## config.mk

```make
export PLATFORM = sky130hd
export DESIGN_NAME = trap_ctrl
export DESIGN_NICKNAME = d
export VERILOG_FILES = /design/src/rtl/trap_ctrl.sv
export SDC_FILE = /design/constraint.sdc
export NUM_CORES = 1
export LEC_CHECK = 0
export CORE_MARGIN = 2
export CORE_UTILIZATION = 47
export CTS_BUF_LIST = sky130_fd_sc_hd__clkbuf_4
export DETAILED_ROUTE_END_ITERATION = 16
export GPL_TIMING_DRIVEN = 1
export PLACE_DENSITY = 0.93
export SLEW_MARGIN = 20
export SYNTH_ARGS = -nofsm -noshare
export SYNTH_HDL_FRONTEND = slang
export SYNTH_SLANG_ARGS = --single-unit
```

## constraint.sdc

```tcl
create_clock -name clk_i -period 5.8 [get_ports clk_i]
set_clock_uncertainty 0.1 [all_clocks]
set_input_delay 1.16 -clock clk_i [delete_from_list [all_inputs] [get_ports clk_i]]
set_output_delay 1.16 -clock clk_i [all_outputs]
set_load 0.01 [all_outputs]
```

## src/rtl/trap_ctrl.sv

```systemverilog
// ---------------------------------------------------------------------------
// trap_ctrl -- trap / interrupt sequencer for the kernel-mode flag register.
//
// Takes software traps and external interrupts while the core is in user
// mode (KF = flags_i[0] = 0). On entry it pulses to_kernel_o, captures the
// current flags and resume PC, then redirects fetch into the vector table.
// On return-from-trap it writes the saved flags back with KF cleared and
// redirects fetch to the saved PC. Every strobe is decoded from the
// registered state, so outputs change only on clock edges or on reset.
//
// Ports:
//   clk_i          clock
//   arst_i         asynchronous active-high reset
//   flags_i        current flag register value, bit 0 is KF
//   pc_i           PC to resume after the trap
//   irq_i          level interrupt requests, lowest index wins
//   irq_en_i       global interrupt enable
//   sw_trap_i      software trap request (held until redirect_o)
//   sw_trap_code_i software trap code
//   iret_i         return-from-trap request (held until redirect_o)
//   to_kernel_o    kernel-entry strobe to the flag register
//   flags_we_o     flag restore strobe
//   flags_o        flag restore value (0 outside the strobe)
//   redirect_o     fetch redirect strobe
//   redirect_pc_o  redirect target (0 outside the strobe)
//   irq_ack_o      one-hot acknowledge of the taken interrupt
//   cause_o        cause of the last taken trap
//   busy_o         sequencer not in IDLE
//   err_o          illegal request pulse
// ---------------------------------------------------------------------------
module trap_ctrl #(
   parameter int          NUM_IRQ   = 8,
   parameter logic [31:0] VEC_BASE  = 32'h0000_0100,
   parameter int          VEC_SHIFT = 4
) (
   input  logic               clk_i,
   input  logic               arst_i,
   input  logic [31:0]        flags_i,
   input  logic [31:0]        pc_i,
   input  logic [NUM_IRQ-1:0] irq_i,
   input  logic               irq_en_i,
   input  logic               sw_trap_i,
   input  logic [6:0]         sw_trap_code_i,
   input  logic               iret_i,
   output logic               to_kernel_o,
   output logic               flags_we_o,
   output logic [31:0]        flags_o,
   output logic               redirect_o,
   output logic [31:0]        redirect_pc_o,
   output logic [NUM_IRQ-1:0] irq_ack_o,
   output logic [7:0]         cause_o,
   output logic               busy_o,
   output logic               err_o
);

   localparam logic [1:0] ST_IDLE   = 2'd0;
   localparam logic [1:0] ST_SAVE   = 2'd1;
   localparam logic [1:0] ST_ENTER  = 2'd2;
   localparam logic [1:0] ST_RETURN = 2'd3;

   logic [1:0]  r_state;
   logic [7:0]  r_cause_pend;   // cause chosen in IDLE, published during SAVE
   logic [7:0]  r_cause;
   logic [31:0] r_saved_flags;
   logic [31:0] r_saved_pc;
   logic        r_err;

   logic [1:0]  w_state_next;
   logic [7:0]  w_cause_next;
   logic        w_err_next;
   logic        w_irq_any;
   logic [4:0]  w_irq_idx;
   logic        w_kf;
   logic [31:0] w_vec_pc;

   assign w_kf = flags_i[0];

   // Lowest-index pending line: scanning downward lets the lowest set bit
   // be the last assignment.
   always_comb begin
      w_irq_any = 1'b0;
      w_irq_idx = 5'd0;
      for (int i = NUM_IRQ - 1; i >= 0; i--) begin
         if (irq_i[i]) begin
            w_irq_any = 1'b1;
            w_irq_idx = 5'(i);
         end
      end
   end

   // Request arbitration only happens in IDLE; anything seen while busy is
   // ignored and the requester keeps it asserted.
   always_comb begin
      w_state_next = ST_IDLE;
      w_cause_next = r_cause_pend;
      w_err_next   = 1'b0;
      case (r_state)
         ST_IDLE: begin
            if (!w_kf) begin
               if (sw_trap_i) begin
                  w_state_next = ST_SAVE;
                  w_cause_next = {1'b0, sw_trap_code_i};
               end else if (irq_en_i && w_irq_any) begin
                  w_state_next = ST_SAVE;
                  w_cause_next = {3'b100, w_irq_idx};
               end
               // Returning from user mode is meaningless.
               w_err_next = iret_i;
            end else begin
               // No nesting: traps from kernel mode are illegal, IRQs wait.
               w_err_next = sw_trap_i;
               if (iret_i) begin
                  w_state_next = ST_RETURN;
               end
            end
         end
         ST_SAVE:  w_state_next = ST_ENTER;
         default:  w_state_next = ST_IDLE;
      endcase
   end

   always_ff @(posedge clk_i or posedge arst_i) begin
      if (arst_i) begin
         r_state       <= ST_IDLE;
         r_cause_pend  <= 8'd0;
         r_cause       <= 8'd0;
         r_saved_flags <= 32'd0;
         r_saved_pc    <= 32'd0;
         r_err         <= 1'b0;
      end else begin
         r_state      <= w_state_next;
         r_err        <= w_err_next;
         r_cause_pend <= w_cause_next;
         if (r_state == ST_SAVE) begin
            r_saved_flags <= flags_i;
            r_saved_pc    <= pc_i;
            r_cause       <= r_cause_pend;
         end
      end
   end

   // Vector address wraps at 32 bits by construction.
   assign w_vec_pc = VEC_BASE + ({24'd0, r_cause} << VEC_SHIFT);

   assign to_kernel_o   = (r_state == ST_SAVE);
   assign flags_we_o    = (r_state == ST_RETURN);
   assign flags_o       = (r_state == ST_RETURN) ? {r_saved_flags[31:1], 1'b0} : 32'd0;
   assign redirect_o    = (r_state == ST_ENTER) || (r_state == ST_RETURN);
   assign redirect_pc_o = (r_state == ST_ENTER)  ? w_vec_pc :
                          (r_state == ST_RETURN) ? r_saved_pc : 32'd0;
   assign cause_o       = r_cause;
   assign busy_o        = (r_state != ST_IDLE);
   assign err_o         = r_err;

   // Ack follows the latched cause, so a line that dropped after SAVE is
   // still acknowledged.
   generate
      for (genvar gi = 0; gi < NUM_IRQ; gi++) begin : g_ack
         assign irq_ack_o[gi] = (r_state == ST_ENTER) && r_cause[7] &&
                                (r_cause[4:0] == 5'(gi));
      end
   endgenerate

endmodule

```

After elaboration in Yosys (flattened, before gate mapping) --
Cells that the tools add are included.
Cells by class: add/sub/neg operators 1, multipliers 0, div/mod/pow operators 0, order comparisons 0, eq/ne operators 10, shifts and indexed selects 0, muxes and demuxes 28, bitwise logic cells 1, reductions and logical operators 16
Operators by type and width (number):
- 2-to-1 mux 32 bit | 3
- 2-to-1 mux 5 bit | 7
- equality test 5 x 3 -> 1 bit, second input constant | 4
- 2-to-1 mux 8 bit | 2
- adder 9 x 12 -> 13 bit, first input constant | 1
- 2-to-1 mux 1 bit | 12
- equality test 5 x 2 -> 1 bit, second input constant | 2
- logical AND 1 bit | 10
- equality test 5 x 1 -> 1 bit, second input constant | 1
- logical NOT 5 bit | 1
- equality test 2 bit, second input constant | 2
- 2-to-1 mux 2 bit | 2
- case mux 2 bit (2 select lines) | 1
- nonzero test 2 bit | 2
- 2-to-1 mux 3 bit | 1
- AND reduction 3 bit | 1
- equality test 2 x 1 -> 1 bit, second input constant | 1
- logical NOT 2 bit | 1
- logical OR 1 bit | 1
- inverter 1 bit | 1
Storage, ports and cells: flip-flop bits (word level) 83, bits in latches 0, bits in writable memories 0, memory bits (read-only) 0, input bits 84, output and inout port bits 85, word-level logic and storage cells 62, memories kept 0

Depth between registers and ports, before layout --
depth in word-level cells 13, depth in mapped cells 6, depth with buffers taken out 4

Worst setup path before layout --
No wires, ideal clock.
kind register to output, start point reg r_state[0], end point out irq_ack_o[0], arrival time 1.153 ns, data required time 4.540 ns, slack 3.387 ns, stages on the path, launching flop included 6, buffers on the path 1, cell sequence dfrtp_1 buf_6 nor2_1 and4b_1 nand2b_1 nor3_1
Between the ends: longest elaborated chain between the ends 3
Ends and longest elaborated chain:
- start, declared | RTL line 61 | logic [1:0] r_state;
- start signal, assigned | RTL line 131 | r_state <= w_state_next;
- equality test 2 bit | RTL line 159 | assign irq_ack_o[gi] = (r_state == ST_ENTER) && r_cause[7] &&
- logical AND 1 bit (2 in a row) | RTL line 159
- end, declared | RTL line 50 | output logic [NUM_IRQ-1:0] irq_ack_o,
Every way passes these cells.

Worst setup path after layout --
start point reg r_state[1], end point out busy_o
Between the ends: longest elaborated chain between the ends 1
Ends and longest elaborated chain:
- nonzero test 2 bit | RTL line 152 | assign busy_o = (r_state != ST_IDLE);
- end, declared | RTL line 52 | output logic busy_o,
Every way passes these cells.

==> flow_summary.ini <==
[min_path]
hold_class = reg -> reg

[clock_tree]
hold_buffers = 0
clk_pin_slew_ns = 0.11
cts.path.max_buffers = 2
clockRootBuffer = clkbuf_4
cts_tree = done
cts_setup_buffers = 0
ctsResizeCount = 0
clk_latency_ns = 0.38
htreeDepth = 3
numCtsBuffers = 9
clock_sinks = 82

[grt]
track_usage_pct = 22.0
grt_pass1_vias = 3219
grt_pass1_wl_microns = 15400
grt_max_degree = 72
grt.overflow.total = 0
antenna_found_initial = 0

[floorplanning]
die_w_microns = 94.9
start_util_pct = 47.8
ios = 169
rows = 33
die_y_microns = 94.9
die_area_sq_um = 9010
coreArea_sq_um = 8130

[route]
wl_per_cell_microns = 16.7
avgViaCountPerCell = 5.28
first_pass_iters = 4
vias = 3076
drt_iter0_drc = 96
routed_wl_microns = 9750
drc = 0
antenna_left = 0

[synth]
yosysWarningCount = 0
avgSynthCellArea_sq_um = 12.2
synth_area_sq_um = 3890
synth_seq_area_share_pct = 52.8
ys_ff_latch = 82
synthFlopType = dfrtp_1
async_flop_share_pct = 100
synth_nets = 404
synth_edf_count = 0
synthCells = 319
synth_cell_type_count = 36

[placement]
place_hpwl_microns = 7040
dpl_worst_slack_ns = 2.27
port_buffers = 167
gp_congestion = 0.740
dp.cells = 567
dpl-instance-area_sq_um = 5600

[run_status]
outcome = completed

[cells_and_area]
fin_cells = 583
layout.nets = 558
seqCellArea_sq_um = 2050
n_antenna_cell = 0
drive_gt1_share_pct = 20.9
syn_to_final_growth_pct = 46.6
multi_input_area_sq_um = 1700
nFillCells = 595
stdcell_area_sq_um = 5700

[sta]
worst_pin_slew_ns = 1.00
hold_violations = 0
fmax_ghz = 0.254
setup_ws_ns = 1.86
finalCritPeriodShare_pct = 68.0
rsz0062_at_grt = no
fin_hold_ws_ns = 0.412
finalMaxSlewViolations = 0
fin_tns_setup_ns = 0
relSlewSlack_pct = 33.2
fin_crit_ns = 3.94
setup_viol = 0

[worst_setup_path]
startpoint_type = flip-flop
crit_path_end_kind = output port
required_ns = 4.54
worstSetupPathType = reg -> out
cp_max_fo = 37
arrival_ns = 2.68

[pwr]
power_leakage_nw = 2.48
power_density_nw_per_um2 = 380
peakVddDrop_uv = 195

[run]
maxCapViolations = 0
-- layout by cell type (no fill, tap or decap), types with 3 or more instances in the layout --
| cell type | n |
|---|---|
| clkbuf_4 | 9 |
| and3_1 | 54 |
| clkdlybuf4s50_1 | 167 |
| buf_4 | 3 |
| and2_1 | 4 |
| a21oi_1 | 4 |
| nor3_1 | 3 |
| dfrtp_1 | 81 |
| a22o_2 | 3 |
| mux2i_1 | 6 |
| o21ai_0 | 5 |
| inv_1 | 4 |
| clkinv_1 | 3 |
| clkinv_2 | 3 |
| nor2b_1 | 6 |
| nand2_1 | 7 |
| mux2_2 | 71 |
| nand2b_1 | 5 |
| nor2_1 | 15 |
-- synth_stat cells (2+ instances only) --
cell type	instances	share of area, %
o21ai_0	5	0.64
clkbuf_1	15	1.4
a22o_1	2	0.45
nor2_1	15	1.4
mux2i_1	6	1.5
nand2b_1	5	0.80
and3_1	54	8.7
nand3_1	2	0.26
nor3_1	3	0.39
mux2_2	71	21
inv_1	5	0.48
buf_4	2	0.39
nor2b_1	7	1.1
a22o_2	3	0.77
mux2_4	2	0.77
a21oi_1	4	0.51
dfrtp_1	82	53
nand2_1	7	0.68
buf_2	9	1.2
and2_1	4	0.64
-- layout make-up --
class	count	area share, %
clock buffers	9	1.19
clock inverters	7	0.637
inverters	5	0.351
multi-input cells	205	29.8
flip-flops and latches	82	36.0
well taps	105	2.31
repair buffers	170	29.7
-- cell families (layout without fill, tap and decap cells) --
family          count (synthesis)  in the layout  synth area share, %
xor+xnor                        2              2                0.451
compound gates                 20             20                 3.93
flops                          82             82                 52.8
fa+ha+maj                       1              1                0.322
simple gates                  102            102                 15.8
mux                            79             79                 22.9
buf+inv                        32            191                 3.77
other cells                     1              1               0.0965
-- final timing paths --
kind	from	end	slack, ns	cells after the start
worst min-delay path	r_saved_flags[23]	r_saved_flags[23]	0.41	1
max in group asynchronous	arst_i	r_state[0]	3.52	3
min in group asynchronous	arst_i	r_saved_pc[10]	0.93	2
worst max-delay path	r_state[1]	busy_o	1.86	3
worst min register to register	r_saved_flags[23]	r_saved_flags[23]	0.41	1
worst max register to register	r_state[0]	r_saved_flags[29]	3.04	3
-- layer usage --
layer | global-route usage [%] | wire length, microns | vias to the layer above
met3 | 2.87 | 458 | 19
met1 | 26.7 | 3980 | 1514
met5 | 0 | 0 | -
li1 | - | - | 1429
met2 | 39.2 | 5100 | 114
met4 | 9.06 | 211 | 0
-- critical path: stages (launching register included) --
cell and delay [ns]:
dfrtp_1 0.91, buf_4 0.43, or2_1 0.35, clkdlybuf4s50_1 0.61
-- power breakdown --
part | internal [W] | switching (W) | leakage, nW
clock | 0.0000826 | 0.000180 | 0.0542
combinational | 0.000535 | 0.000312 | 1.45
sequential | 0.000847 | 0.000206 | 0.974
total | 0.00146 | 0.000698 | 2.48
-- metrics by stage --
step,utilization (%),power [W]
floorplan,-,0.00153
global placement,68.8,0.00186
detailed placement,68.8,0.00192
CTS,70.1,0.00218
global route,70.1,0.00231
finish,70.1,0.00216
-- flip-flops by register name, indices dropped and copies added, names as in the netlist --
signal and count:
r_saved_pc 32, r_saved_flags 31, cause_o 8, r_cause_pend 8
r_state 2, err_o 1
Power figures use the tool's default switching activity.
==> RTL change 1, RTL diff (config.mk and constraints unchanged) <==
Change the parameter `NUM_IRQ` from 8 to 16.
--- a/src/rtl/trap_ctrl.sv
+++ b/src/rtl/trap_ctrl.sv
@@ -30,5 +30,5 @@
 // ---------------------------------------------------------------------------
 module trap_ctrl #(
-   parameter int          NUM_IRQ   = 8,
+   parameter int          NUM_IRQ   = 16,
    parameter logic [31:0] VEC_BASE  = 32'h0000_0100,
    parameter int          VEC_SHIFT = 4
Interface: changed (resized irq_ack_o and irq_i); port bits go from 169 to 185. The function was not compared with the original's and may differ.
==> RTL change 1 against the original RTL <==
Synthesized area up 5.1%; sequential cell count stayed put; wire length rose by 6.4%; setup slack got worse by 0.48 ns; synthesized cell count up 13%; sequential power increased by 7%; worst hold slack got worse by 0.0058 ns; power up 17%; utilization is 1.1 points higher; die area increased by 4.8%; final area increased by 6.8%; first-iteration DRC count is 74% higher.
==> RTL change 1: results (changes against the original RTL) <==
* Nets at 620 (was 558)
* Worst Hold Depth at 2 (was 1)
* PortBufs at 183 (was 167)
* Crit-path max FO at 73 (was 37)
* WL met3 at 667 um (was 458 um)
* Synth-to-Final Area Change at 49.0% (was 46.6%)
* Area after DPL at 5940 um^2 (was 5600 um^2)
* Largest stage delay, worst path at 1.04 ns (was 0.91 ns)
* Final GP Congestion at 0.853 (was 0.740)
* Pre-antenna DRT Iters at 5 (was 4)
* Met1 wire length at 4210 um (was 3980 um)
* Status: completed (unchanged)
* P_leak at 2.59 nW (was 2.48 nW)
* Sequential area share after synthesis at 0.502 (was 0.528)
* Syn Nets at 454 (was 404)
* Area contributors post-synth: dfrtp_1 50%, mux2_2 19%, and3_1 8.3%, nor2_1 2.1%, nor4_4 1.6% (was dfrtp_1 53%, mux2_2 21%, and3_1 8.7%, mux2i_1 1.5%, clkbuf_1 1.4%)
* Relative slew slack at 0.333 (was 0.332)
* Routed WL per cell at 16.2 um (was 16.7 um)
* Total GRT Usage at 0.221 (was 0.220)
* RR Endpoint: r_saved_flags[12]$_DFFE_PP0P_ (was r_saved_flags[29]$_DFFE_PP0P_)
* First-pass GRT wire length at 17,000 um (was 15,400 um)
* Filler cells at 620 (was 595)
* Routed vias at 3,410 (was 3,076)
* CP endpoint: to_kernel_o (was busy_o)
* Hold-critical path endpoint: cause_o[2]$_DFFE_PP0P_ (was r_saved_flags[23]$_DFFE_PP0P_)
* Vias in the first global route at 3,565 (was 3,219)
* Worst-Skew Late Latency at 0.40 ns (was 0.38 ns)
* Hpwl dp at 7540 um (was 7040 um)
* Crit-path slowest cell: dfrtp_2 (was dfrtp_1)
* Critical hold path startpoint: r_cause_pend[2]$_DFFE_PP0P_ (was r_saved_flags[23]$_DFFE_PP0P_)
* VDD IR max at 0.000263 V (was 0.000195 V)
* Clock-pin slew on the worst setup and hold paths at 0.13 ns (was 0.11 ns)
* Grt met1 use at 0.267 (about the same)
==> RTL change 1: changes by cell type in the layout (fill, tap and decap cells not counted), moves of 3 or more <==
| cell | unedited run | this run |
|---|---|---|
| o21ai_0 | 5 | 9 |
| clkinv_1 | 3 | 0 |
| nand2_1 | 7 | 15 |
| nor2_1 | 15 | 23 |
| a22o_2 | 3 | 0 |
| nor3_1 | 3 | 9 |
| nand3_1 | 2 | 5 |
| clkdlybuf4s50_1 | 167 | 183 |
==> RTL change 1: layout make-up <==
| class | instances | share of cell area |
|---|---|---|
| sequential | 82 | 0.338 |
| multi-input combinational | 245 | 0.310 |
| timing repair buffer | 185 | 0.304 |
| tap | 108 | 0.0222 |
| clock inverter | 7 | 0.0127 |
| clock buffer | 9 | 0.0111 |
| inverter | 4 | 0.00267 |
==> RTL change 1: per-stage QoR <==
step,hold WS [ns],setup WS [ns],cells
after global placement,0.372,1.84,624
after floorplan,0.351,2.43,361
after global routing,0.425,1.12,640
after detailed placement,0.379,1.82,624
after CTS,0.407,1.35,640
final,0.406,1.38,640
==> RTL change 1: worst register-to-register path, stage by stage, from the launching register on <==
cell     delay [ns]
dfrtp_2        1.04
nor2b_4        0.33
buf_4          0.69
mux2_2         0.49
==> RTL change 1: power groups by stage <==
stage               Clock (mW)  Sequential [mW]  Combinational [mW]
detailed placement           0             1.13                1.08
global placement             0             1.11                1.04
finish                   0.345             1.12                1.07
global route             0.378             1.17                1.15
floorplan                    0            0.979               0.752
CTS                      0.352             1.12                1.08
==> RTL change 1: cells by family after synthesis <==
group,count (synthesis),synth area share
flip-flops,82,0.502
adder cells (fa/ha/maj),1,0.00306
multiplexers,77,0.210
AO/OA/AOI/OAI,22,0.0346
AND/OR/NAND/NOR,142,0.207
buffers and inverters,34,0.0374
XOR/XNOR,2,0.00429
other,1,0.000918
==> RTL change 2, RTL diff (same settings) <==
Without the edit above. Reset style: synchronous (`arst_i`), changed in one clocked block. Comments in the files are not updated.
--- a/src/rtl/trap_ctrl.sv
+++ b/src/rtl/trap_ctrl.sv
@@ -120,5 +120,5 @@
    end
 
-   always_ff @(posedge clk_i or posedge arst_i) begin
+   always_ff @(posedge clk_i) begin
       if (arst_i) begin
          r_state       <= ST_IDLE;
Behaviour: differs if arst_i is asserted again (counterexample within 4 cycles, from zero or initial values and one cycle with arst_i high); with arst_i held inactive, the same outputs for 10 cycles.
==> RTL change 2 against the original RTL <==
Wire length is 8.1% higher; non-clock buffer count stayed put; die area is 5.6% lower; final area is 4.9% lower; sequential cell count stayed put; setup slack worse by 0.16 ns; critical path type unchanged; synthesized area is 5.8% lower.
Power is not compared: it rests on default switching activity, and its combinational part moved more than twofold at a synthesized area within 25%.
==> RTL change 2: results (changes against the original RTL) <==
* Status: completed (unchanged)
* Cell Count, Final, Fillers Out at 732 (was 583)
* Hpwl dp at 7180 um (was 7040 um)
* Setup crit start: r_state[1]$_SDFF_PP0_ (was r_state[1]$_DFF_PP0_)
* GR met3 Demand/Resource at 0.0551 (was 0.0287)
* Sequential area share after synthesis at 0.448 (was 0.528)
* Multi-input gate area at 1820 um^2 (was 1700 um^2)
* Inverters at 3 (was 5)
* Share of layout cells above drive strength 1 at 0.0476 (was 0.209)
* Met1 wire length at 4290 um (was 3980 um)
* Area contributors post-synth: dfxtp_1 45%, nand2_1 15%, a21oi_1 11%, and3_1 9.4%, buf_2 2.5% (was dfrtp_1 53%, mux2_2 21%, and3_1 8.7%, mux2i_1 1.5%, clkbuf_1 1.4%)
* Worst reg2reg setup slack at 3.34 ns (was 3.04 ns)
* Post-synthesis cell type count at 37 (was 36)
* Final worst path period share at 0.707 (was 0.680)
* CLK BUF at 11 (was 9)
* Vias in the first global route at 3,648 (was 3,219)
* Post-Place Worst Slack at 2.01 ns (was 2.27 ns)
* Routed WL per cell at 14.4 um (was 16.7 um)
* Comb_multi_in at 360 (was 205)
* Data buffer area share at 0.312 (was 0.297)
* Crit-path slowest cell: dfxtp_2 (was dfrtp_1)
* RR Endpoint: r_saved_pc[5]$_SDFFE_PP0P_ (was r_saved_flags[29]$_DFFE_PP0P_)
* Area after DPL at 5290 um^2 (was 5600 um^2)
* Top class by area: multi-input gates (was registers)
* Syn Area/Cell at 7.50 um^2 (was 12.2 um^2)
* Filler cells at 608 (was 595)
* Largest stage delay, worst path at 1.01 ns (was 0.91 ns)
* Hold-critical path endpoint: r_saved_flags[13]$_SDFFE_PP0P_ (was r_saved_flags[23]$_DFFE_PP0P_)
* DR WL met2 at 5240 um (was 5100 um)
* First-pass GRT wire length at 17,200 um (was 15,400 um)
* Clock buf/inv share at 0.0233 (was 0.0182)
* Pre-antenna DRT Iters at 5 (was 4)
* Crit-path max FO at 69 (was 37)
RTL change 2: cell types whose count changed in the layout (fill, tap and decap cells not counted), sizes merged, moves of 5 or more:
cell / before / now
a22o: 5 / 0
dfxtp: 0 / 82
nand2: 7 / 149
nor2: 16 / 11
mux2: 73 / 0
dfrtp: 82 / 0
a21oi: 4 / 82
RTL change 2: cell families (layout without fill, tap and decap cells):
kind of cell,Yosys count,count (layout),share of synthesized area
mux,6,6,0.0164
fa+ha+maj,1,1,0.00342
simple gates,252,252,0.325
other cells,1,1,0.00102
flops,82,82,0.448
buf+inv,46,188,0.0564
xor+xnor,2,2,0.00478
compound gates,98,98,0.145
RTL change 2: worst register-to-register path: cells and delay by family, from the launching register on:
kind	cells	cell delay, ns
AO/OA/AOI/OAI	1	0.21
buffers and inverters	1	0.58
AND/OR/NAND/NOR	2	0.48
flip-flops	1	1.01
